==> config.mk <==
export PLATFORM = sky130hd
export DESIGN_NAME = imem_fetch_ctrl_flat
export DESIGN_NICKNAME = d
export VERILOG_FILES = /design/src/rtl/imem_fetch_ctrl_if.sv /design/src/rtl/imem_fetch_ctrl.sv /design/src/flat_wrapper.sv
export SDC_FILE = /design/constraint.sdc
export NUM_CORES = 1
export LEC_CHECK = 0
export CORE_ASPECT_RATIO = 1.5
export CORE_MARGIN = 10
export CORE_UTILIZATION = 40
export CTS_CLUSTER_SIZE = 30
export DETAILED_ROUTE_END_ITERATION = 7
export DONT_BUFFER_PORTS = 1
export RECOVER_POWER = 50
export SYNTH_ARGS = -nofsm -noshare
export SYNTH_HDL_FRONTEND = slang
export SYNTH_SLANG_ARGS = --single-unit
export TNS_END_PERCENT = 5
==> constraint.sdc <==
create_clock -name clk -period 2.8 [get_ports clk]
set_input_delay 0.56 -clock clk [delete_from_list [all_inputs] [get_ports clk]]
set_output_delay 0.56 -clock clk [all_outputs]
set_load 0.03 [all_outputs]
==> src/rtl/imem_fetch_ctrl_if.sv <==
// Fetch controller bus bundle: PC/control in, ROM port, decode handshake.
interface imem_fetch_ctrl_if #(
  parameter int ADDR_W = 10,
  parameter int DATA_W = 32
);
  logic              fetch_en;
  logic              redirect_valid;
  logic [ADDR_W-1:0] redirect_pc;
  logic [ADDR_W-1:0] imem_addr;
  logic [DATA_W-1:0] imem_data;
  logic              out_valid;
  logic              out_ready;
  logic [DATA_W-1:0] out_inst;
  logic [ADDR_W-1:0] out_pc;
  logic              misalign_err;

  modport slave (
    input  fetch_en, redirect_valid, redirect_pc,
    input  imem_data, out_ready,
    output imem_addr, out_valid, out_inst, out_pc,
    output misalign_err
  );

  modport master (
    output fetch_en, redirect_valid, redirect_pc,
    output imem_data, out_ready,
    input  imem_addr, out_valid, out_inst, out_pc,
    input  misalign_err
  );
endinterface

==> src/rtl/imem_fetch_ctrl.sv <==
// Instruction fetch sequencer with prefetch queue and redirect flush.
// FETCH_MISALIGN_CHECK_EN: halt with sticky error on misaligned redirect.
module imem_fetch_ctrl #(
  parameter int                ADDR_W   = 10,
  parameter int                DATA_W   = 32,
  parameter logic [ADDR_W-1:0] RESET_PC = '0,
  parameter int                DEPTH    = 2
) (
  input  logic             clk,
  input  logic             rst_n,
  imem_fetch_ctrl_if.slave bus
);
  localparam int PW = $clog2(DEPTH);
  localparam int CW = PW + 1;

  typedef enum logic [1:0] {
    IDLE,
    RUN,
    HALT
  } state_t;

  state_t            r_state;
  logic [ADDR_W-1:0] r_pc;
  logic [PW-1:0]     r_head;
  logic [PW-1:0]     r_tail;
  logic [CW-1:0]     r_cnt;
  logic [DATA_W-1:0] r_inst [DEPTH];
  logic [ADDR_W-1:0] r_ipc  [DEPTH];

  logic              w_pop;
  logic              w_push;
  logic              w_redir;
  logic              w_bad;
  logic [ADDR_W-1:0] w_tgt;

  assign w_pop   = (r_cnt != '0) & bus.out_ready;
  assign w_redir = bus.redirect_valid & (r_state != HALT);
  assign w_push  = (r_state == RUN) & ~bus.redirect_valid
                 & ((r_cnt < CW'(DEPTH)) | w_pop);

`ifdef FETCH_MISALIGN_CHECK_EN
  logic r_err;

  assign w_bad = w_redir & (bus.redirect_pc[1:0] != 2'b00);
  assign w_tgt = bus.redirect_pc;
  assign bus.misalign_err = r_err;

  always_ff @(posedge clk or negedge rst_n) begin
    if (!rst_n) begin
      r_err <= 1'b0;
    end else if (w_bad) begin
      r_err <= 1'b1;
    end
  end
`else
  assign w_bad = 1'b0;
  assign w_tgt = bus.redirect_pc & ~ADDR_W'(3);
  assign bus.misalign_err = 1'b0;
`endif

  always_ff @(posedge clk or negedge rst_n) begin
    if (!rst_n) begin
      r_state <= IDLE;
      r_pc    <= RESET_PC;
      r_head  <= '0;
      r_tail  <= '0;
      r_cnt   <= '0;
      for (int i = 0; i < DEPTH; i++) begin
        r_inst[i] <= '0;
        r_ipc[i]  <= '0;
      end
    end else begin
      if (w_bad) begin
        r_state <= HALT;
      end else if (r_state == IDLE && bus.fetch_en) begin
        r_state <= RUN;
      end else if (r_state == RUN && !bus.fetch_en) begin
        r_state <= IDLE;
      end

      // Redirect wins: flush, and a same-cycle pop is discarded.
      if (w_redir) begin
        r_cnt  <= '0;
        r_head <= '0;
        r_tail <= '0;
        if (!w_bad) r_pc <= w_tgt;
      end else begin
        if (w_push) begin
          r_inst[r_tail] <= bus.imem_data;
          r_ipc[r_tail]  <= r_pc;
          r_tail         <= r_tail + 1'b1;
          r_pc           <= r_pc + ADDR_W'(4);
        end
        if (w_pop) r_head <= r_head + 1'b1;
        if (w_push && !w_pop) begin
          r_cnt <= r_cnt + 1'b1;
        end else if (w_pop && !w_push) begin
          r_cnt <= r_cnt - 1'b1;
        end
      end
    end
  end

  assign bus.imem_addr = r_pc;
  assign bus.out_valid = (r_cnt != '0);
  assign bus.out_inst  = r_inst[r_head];
  assign bus.out_pc    = r_ipc[r_head];
endmodule

==> src/flat_wrapper.sv <==
// flat-port wrapper written by rule: the top's interface ports become plain ports
module imem_fetch_ctrl_flat 
#(
  parameter int                ADDR_W   = 10,
  parameter int                DATA_W   = 32,
  parameter logic [ADDR_W-1:0] RESET_PC = '0,
  parameter int                DEPTH    = 2
)
  (clk, rst_n, bus_fetch_en, bus_redirect_valid, bus_redirect_pc, bus_imem_data, bus_out_ready, bus_imem_addr, bus_out_valid, bus_out_inst, bus_out_pc, bus_misalign_err);
  imem_fetch_ctrl_if #(.ADDR_W(ADDR_W), .DATA_W(DATA_W)) bus_i ();
  input  logic clk;
  input  logic rst_n;
  input wire logic [$bits(bus_i.fetch_en)-1:0] bus_fetch_en;
  input wire logic [$bits(bus_i.redirect_valid)-1:0] bus_redirect_valid;
  input wire logic [$bits(bus_i.redirect_pc)-1:0] bus_redirect_pc;
  input wire logic [$bits(bus_i.imem_data)-1:0] bus_imem_data;
  input wire logic [$bits(bus_i.out_ready)-1:0] bus_out_ready;
  output wire logic [$bits(bus_i.imem_addr)-1:0] bus_imem_addr;
  output wire logic [$bits(bus_i.out_valid)-1:0] bus_out_valid;
  output wire logic [$bits(bus_i.out_inst)-1:0] bus_out_inst;
  output wire logic [$bits(bus_i.out_pc)-1:0] bus_out_pc;
  output wire logic [$bits(bus_i.misalign_err)-1:0] bus_misalign_err;
  assign bus_i.fetch_en = bus_fetch_en;
  assign bus_i.redirect_valid = bus_redirect_valid;
  assign bus_i.redirect_pc = bus_redirect_pc;
  assign bus_i.imem_data = bus_imem_data;
  assign bus_i.out_ready = bus_out_ready;
  assign bus_imem_addr = bus_i.imem_addr;
  assign bus_out_valid = bus_i.out_valid;
  assign bus_out_inst = bus_i.out_inst;
  assign bus_out_pc = bus_i.out_pc;
  assign bus_misalign_err = bus_i.misalign_err;
  imem_fetch_ctrl #(.ADDR_W(ADDR_W), .DATA_W(DATA_W), .RESET_PC(RESET_PC), .DEPTH(DEPTH)) u_core (.clk(clk), .rst_n(rst_n), .bus(bus_i));
endmodule
**After elaboration in Yosys (flattened, before gate mapping)**

Cells that the tools add are included.

- Logic and storage cells: 67
- Input bits: 47
- Bits in registers: 100
- Output and inout port bits: 54

- $lt $le $gt $ge: 4
- Equal/unequal tests: 2
- Add/sub/neg operators: 5
- Reduce and logical (&&, ||, !) cells: 15
- Mux-type cells: 23
- Bitwise gates (word level): 9

Operators with widths:

| kind | count |
|---|---|
| 2-to-1 mux 32 bit | 4 |
| bitwise mux 64 bit | 1 |
| 2-to-1 mux 10 bit | 6 |
| demux 32 bit (select 1 bit) | 1 |
| bitwise mux 20 bit | 1 |
| adder 10 x 3 -> 10 bit (second input constant) | 1 |
| demux 10 bit (select 1 bit) | 1 |
| 2-to-1 mux 2 bit | 5 |
| nonzero test 2 bit | 4 |
| logical AND 1 bit | 5 |
| bitwise AND 1 bit | 4 |
| >= comparator 2 bit (second input constant) | 2 |
| 2-to-1 mux 1 bit | 4 |
| NOT 1 -> 2 bit | 2 |
| zero test 1 bit | 3 |
| nonzero test 3 bit | 1 |
| adder 1 bit (second input constant) | 2 |
| adder 2 x 1 -> 2 bit (second input constant) | 1 |
| equality test 2 x 1 -> 1 bit (second input constant) | 1 |
| zero test 2 bit | 1 |
| less-than comparator 2 x 1 -> 1 bit (second input constant) | 1 |
| less-than comparator 2 bit (second input constant) | 1 |
| inequality test 2 bit (second input constant) | 1 |
| NOT 1 bit | 2 |
| other kinds (3) | 3 |

**Longest topological paths before layout**

- Word-level depth: 9
- Gate-level depth with buffers: 6
- Gate-level depth less buffers: 6

**Worst setup path after synthesis**

OpenSTA, ideal clock, no wires.

- Kind: register -> output
- Start: register u_core.r_head
- End: output bus_out_inst[1]
- Buffers on the path: 2
- Required time: 2.240 ns
- Slack: 0.963 ns
- Data arrival time: 1.277 ns
- Stages on the path, launching flop included: 4
- Cells stage by stage: dfrtp_1 clkbuf_1 buf_1 mux2_2

- Word-level cells in the longest chain between the ends: 4

RTL lines:

| element | RTL line | text |
|---|---|---|
| from (decl) | imem_fetch_ctrl.sv:24 | `logic [PW-1:0] r_head;` |
| from (signal assigned) | imem_fetch_ctrl.sv:94 | `if (w_pop) r_head <= r_head + 1'b1;` |
| NOT 1 -> 2 bit (implied by the code) | imem_fetch_ctrl.sv:106 | `assign bus.out_inst = r_inst[r_head];` |
| 2-to-1 mux 32 bit (implied by the code) (3 in a row) | imem_fetch_ctrl.sv:106 |  |
| to (decl) | flat_wrapper.sv:20 | `output wire logic [$bits(bus_i.out_inst)-1:0] bus_out_inst;` |

No other way between the ends. The select of a mux whose other input is x is not followed.

**Final worst setup path**

- Start: register u_core.r_head
- End: output bus_out_pc[9]

- Word-level cells in the longest chain between the ends: 4

RTL lines:

| element | RTL line | text |
|---|---|---|
| NOT 1 -> 2 bit (implied by the code) | imem_fetch_ctrl.sv:107 | `assign bus.out_pc = r_ipc[r_head];` |
| 2-to-1 mux 10 bit (implied by the code) (3 in a row) | imem_fetch_ctrl.sv:107 |  |
| to (decl) | flat_wrapper.sv:21 | `output wire logic [$bits(bus_i.out_pc)-1:0] bus_out_pc;` |

No other way between the ends. The select of a mux whose other input is x is not followed.

==> impl_metrics.py <==
metrics = {
    "outcome": {
        "status": "finished, final reports clean",
    },
    "global_route": {
        "grt_first_pass_wirelength_um": 13600,
        "overflow": 0,
        "track_usage": 0.113,
        "grt_pass1_vias": 2413,
        "grt_max_degree": 94,
        "antenna_found_initial": 0,
    },
    "sta": {
        "period_needed_ps": 2310,
        "worst_slew_pin_slew_ps": 625,
        "fin_skew_ps": 5.70,
        "setup_viol": 0,
        "relSlewSlack": 0.582,
        "finalMaxSlewViolations": 0,
        "max_freq_ghz": 0.432,
        "period_share": 0.826,
        "rsz0062_at_grt": "false",
        "setup_tns_ps": 0,
        "hold_violations": 0,
    },
    "detailed_routing": {
        "met1_length_um": 3290,
        "drc": 0,
        "antenna_left": 0,
        "vias_per_cell": 5.02,
        "vias": 2183,
        "drt_wl_total_um": 8440,
        "drt_first_pass_iters": 3,
        "topRoutingLayerUsed": "met4",
        "wl_per_cell_um": 19.4,
        "drt-initial-drc-count": 54,
        "dr_wl_met2_um": 4450,
        "wl_met3_um": 605,
    },
    "finish": {
        "nNetsFinal": 341,
        "drive_above_1_share": 0.466,
        "n_antenna_cell": 0,
        "fin_area_mm2": 0.00458,
        "areaGrowthSynthToFinish_pct": 8.90,
        "fillers": 936,
    },
    "run": {
        "max_cap_violations": 0,
    },
    "place": {
        "numPortBuffers": 0,
        "place_congestion": 0.736,
        "place_area_mm2": 0.00432,
        "dp_hpwl_um": 5820,
    },
    "power": {
        "p_per_area_mw_per_mm2": 1310,
        "ir_worst_vdd_mv": 0.519,
        "leakagePower_nw": 1.94,
    },
    "clocking": {
        "clkTransAtPathRegs_ps": 60,
        "clock_latency_ps": 320,
        "cts_tree": "done",
        "cts_resized": 0,
        "cts_buffers": 9,
        "clock_sinks": 93,
        "clockRootBuffer": "clkbuf_16",
        "cts_max_level": 3,
        "cts_buffer_depth": 2,
    },
    "floorplan": {
        "die_h_um": 146,
        "rows": 45,
        "start_util": 0.413,
        "dieArea_mm2": 0.0151,
        "die_width_um": 104,
        "io_pins": 101,
        "core_area_mm2": 0.0102,
    },
    "synthesis": {
        "ys_ff_latch": 93,
        "ys_warn_count": 0,
        "yosys.area.top_type_share": 0.554,
        "synth_cells": 292,
        "synth_top_cell_by_area": "dfrtp_1",
        "synth_area_leaders": "dfrtp_1 55%, mux2_2 32%, xor2_1 1.3%",
        "ys_seq_area_frac": 0.554,
        "ys_types": 29,
        "synth_area_mm2": 0.00420,
        "syn_avg_cell_area_um2": 14.4,
    },
    "worst_hold_path": {
        "min_path_type": "in2async",
    },
    "setup_path": {
        "crit_path_max_fanout": 22,
        "start_kind": "flop",
        "endpoint_kind": "output pin",
        "worstPathArrival_ps": 1750,
        "cp_data_required_time_ps": 2240,
        "path_class": "reg2out",
    },
}
critical path: stages (launching register included):
cell and delay, ps:
dfrtp_2 710, buf_12 250, mux2_2 460
layer usage:
metal	vias to the layer above	global-route usage
met3	6	0.0469
met2	52	0.196
met4	0	0.0419
met1	1107	0.119
met5	-	0
li1	1018	-
cells in the mapped netlist:
cell type,instances
a21oi_1,1
buf_1,1
buf_2,4
buf_4,6
buf_6,4
clkbuf_1,6
conb_1,1
dfrtp_1,93
ha_1,3
inv_1,1
mux2_1,4
mux2_2,118
mux2i_1,1
nand2_1,10
nand2b_1,2
nand3_1,2
nand4_1,2
nor2_1,4
nor2b_4,1
nor3_1,4
nor3_2,1
nor3_4,1
nor4_1,1
o21ai_0,7
o31a_1,2
or2_2,1
or3_1,1
xnor2_1,4
xor2_1,6
registers in the layout, summed over array words and instances (netlist names):
register / count
u_core.bus.imem_addr: 8
u_core.r_head: 1
u_core.r_ipc: 16
u_core.r_tail: 1
u_core.r_inst: 64
u_core.r_cnt: 2
u_core.r_state: 1
final timing paths:
path                                endpoint  slack, ps  depth (start not counted)               start
setup / recovery               bus_out_pc[9]        490                          2       u_core.r_head
hold / removal              u_core.r_inst[6]        120                          1               rst_n
setup reg to reg             u_core.r_ipc[7]        560                          5     u_core.r_cnt[1]
hold reg to reg            u_core.r_inst[47]        490                          1   u_core.r_inst[47]
max in group asynchronous  u_core.r_inst[41]       2260                          1               rst_n
min in group clk               u_core.r_head        290                          1  bus_redirect_valid
report_power, final:
| group | internal [W] | total, W | switching [W] |
|---|---|---|---|
| clock | 0.000587 | 0.00104 | 0.000455 |
| sequential | 0.00197 | 0.00239 | 0.000419 |
| combinational | 0.00104 | 0.00255 | 0.00150 |
layout make-up:
class	instances	area (um^2)	area share
sequential	93	2330	0.509
multi-input combinational	181	1740	0.380
clock buffer	11	233	0.0508
tap	141	176	0.0385
timing repair buffer	5	82.6	0.0180
clock inverter	3	15.0	0.00328
inverter	1	3.75	0.000820
cells in the final DEF (no fill, tap or decap):
cell type / Yosys / layout
buf_16: 0 / 1
nor2b_1: 0 / 1
nand3_1: 2 / 2
nor3_1: 4 / 5
clkbuf_16: 0 / 9
dfrtp_1: 93 / 92
clkbuf_1: 6 / 2
nand2b_1: 2 / 2
a21oi_1: 1 / 1
conb_1: 1 / 5
buf_4: 6 / 2
mux2_1: 4 / 4
nor2_1: 4 / 4
clkinv_2: 0 / 3
o21ai_0: 7 / 7
nand2_1: 10 / 10
or3_1: 1 / 1
nor4_1: 1 / 1
dfrtp_2: 0 / 1
mux2_2: 118 / 118
nor3_4: 1 / 1
inv_1: 1 / 1
o31a_1: 2 / 2
xnor2_1: 4 / 4
ha_1: 3 / 3
or2_0: 0 / 1
mux2i_1: 1 / 1
nand4_1: 2 / 2
xor2_1: 6 / 6
buf_12: 0 / 2
repair_timing:
item,4_1_cts,5_1_grt
buffers inserted,0,0
endpoints found under the hold margin,93,0
hold buffers,1,0
through the flow:
step	hold WS, ps	power [W]	util	cells	setup slack (ps)
after global routing	174	0.00635	0.449	435	408
after global placement	268	0.00493	0.424	420	745
after CTS	165	0.00612	0.451	435	435
after detailed placement	268	0.00501	0.424	420	740
after floorplan	264	0.00462	-	296	963
final	119	0.00598	0.449	435	487
cell families (layout without fill, tap and decap cells):
family / count (synthesis) / after routing / synth area share
adder cells (fa/ha/maj): 3 / 3 / 0.00893
buffers and inverters: 22 / 20 / 0.0333
AND/OR/NAND/NOR: 30 / 30 / 0.0396
flip-flops: 93 / 93 / 0.554
multiplexers: 123 / 123 / 0.329
XOR/XNOR: 10 / 10 / 0.0208
AO/OA/AOI/OAI: 10 / 10 / 0.0137
other: 1 / 5 / 0.000892
No activity file was read; power rests on OpenSTA's default activity.
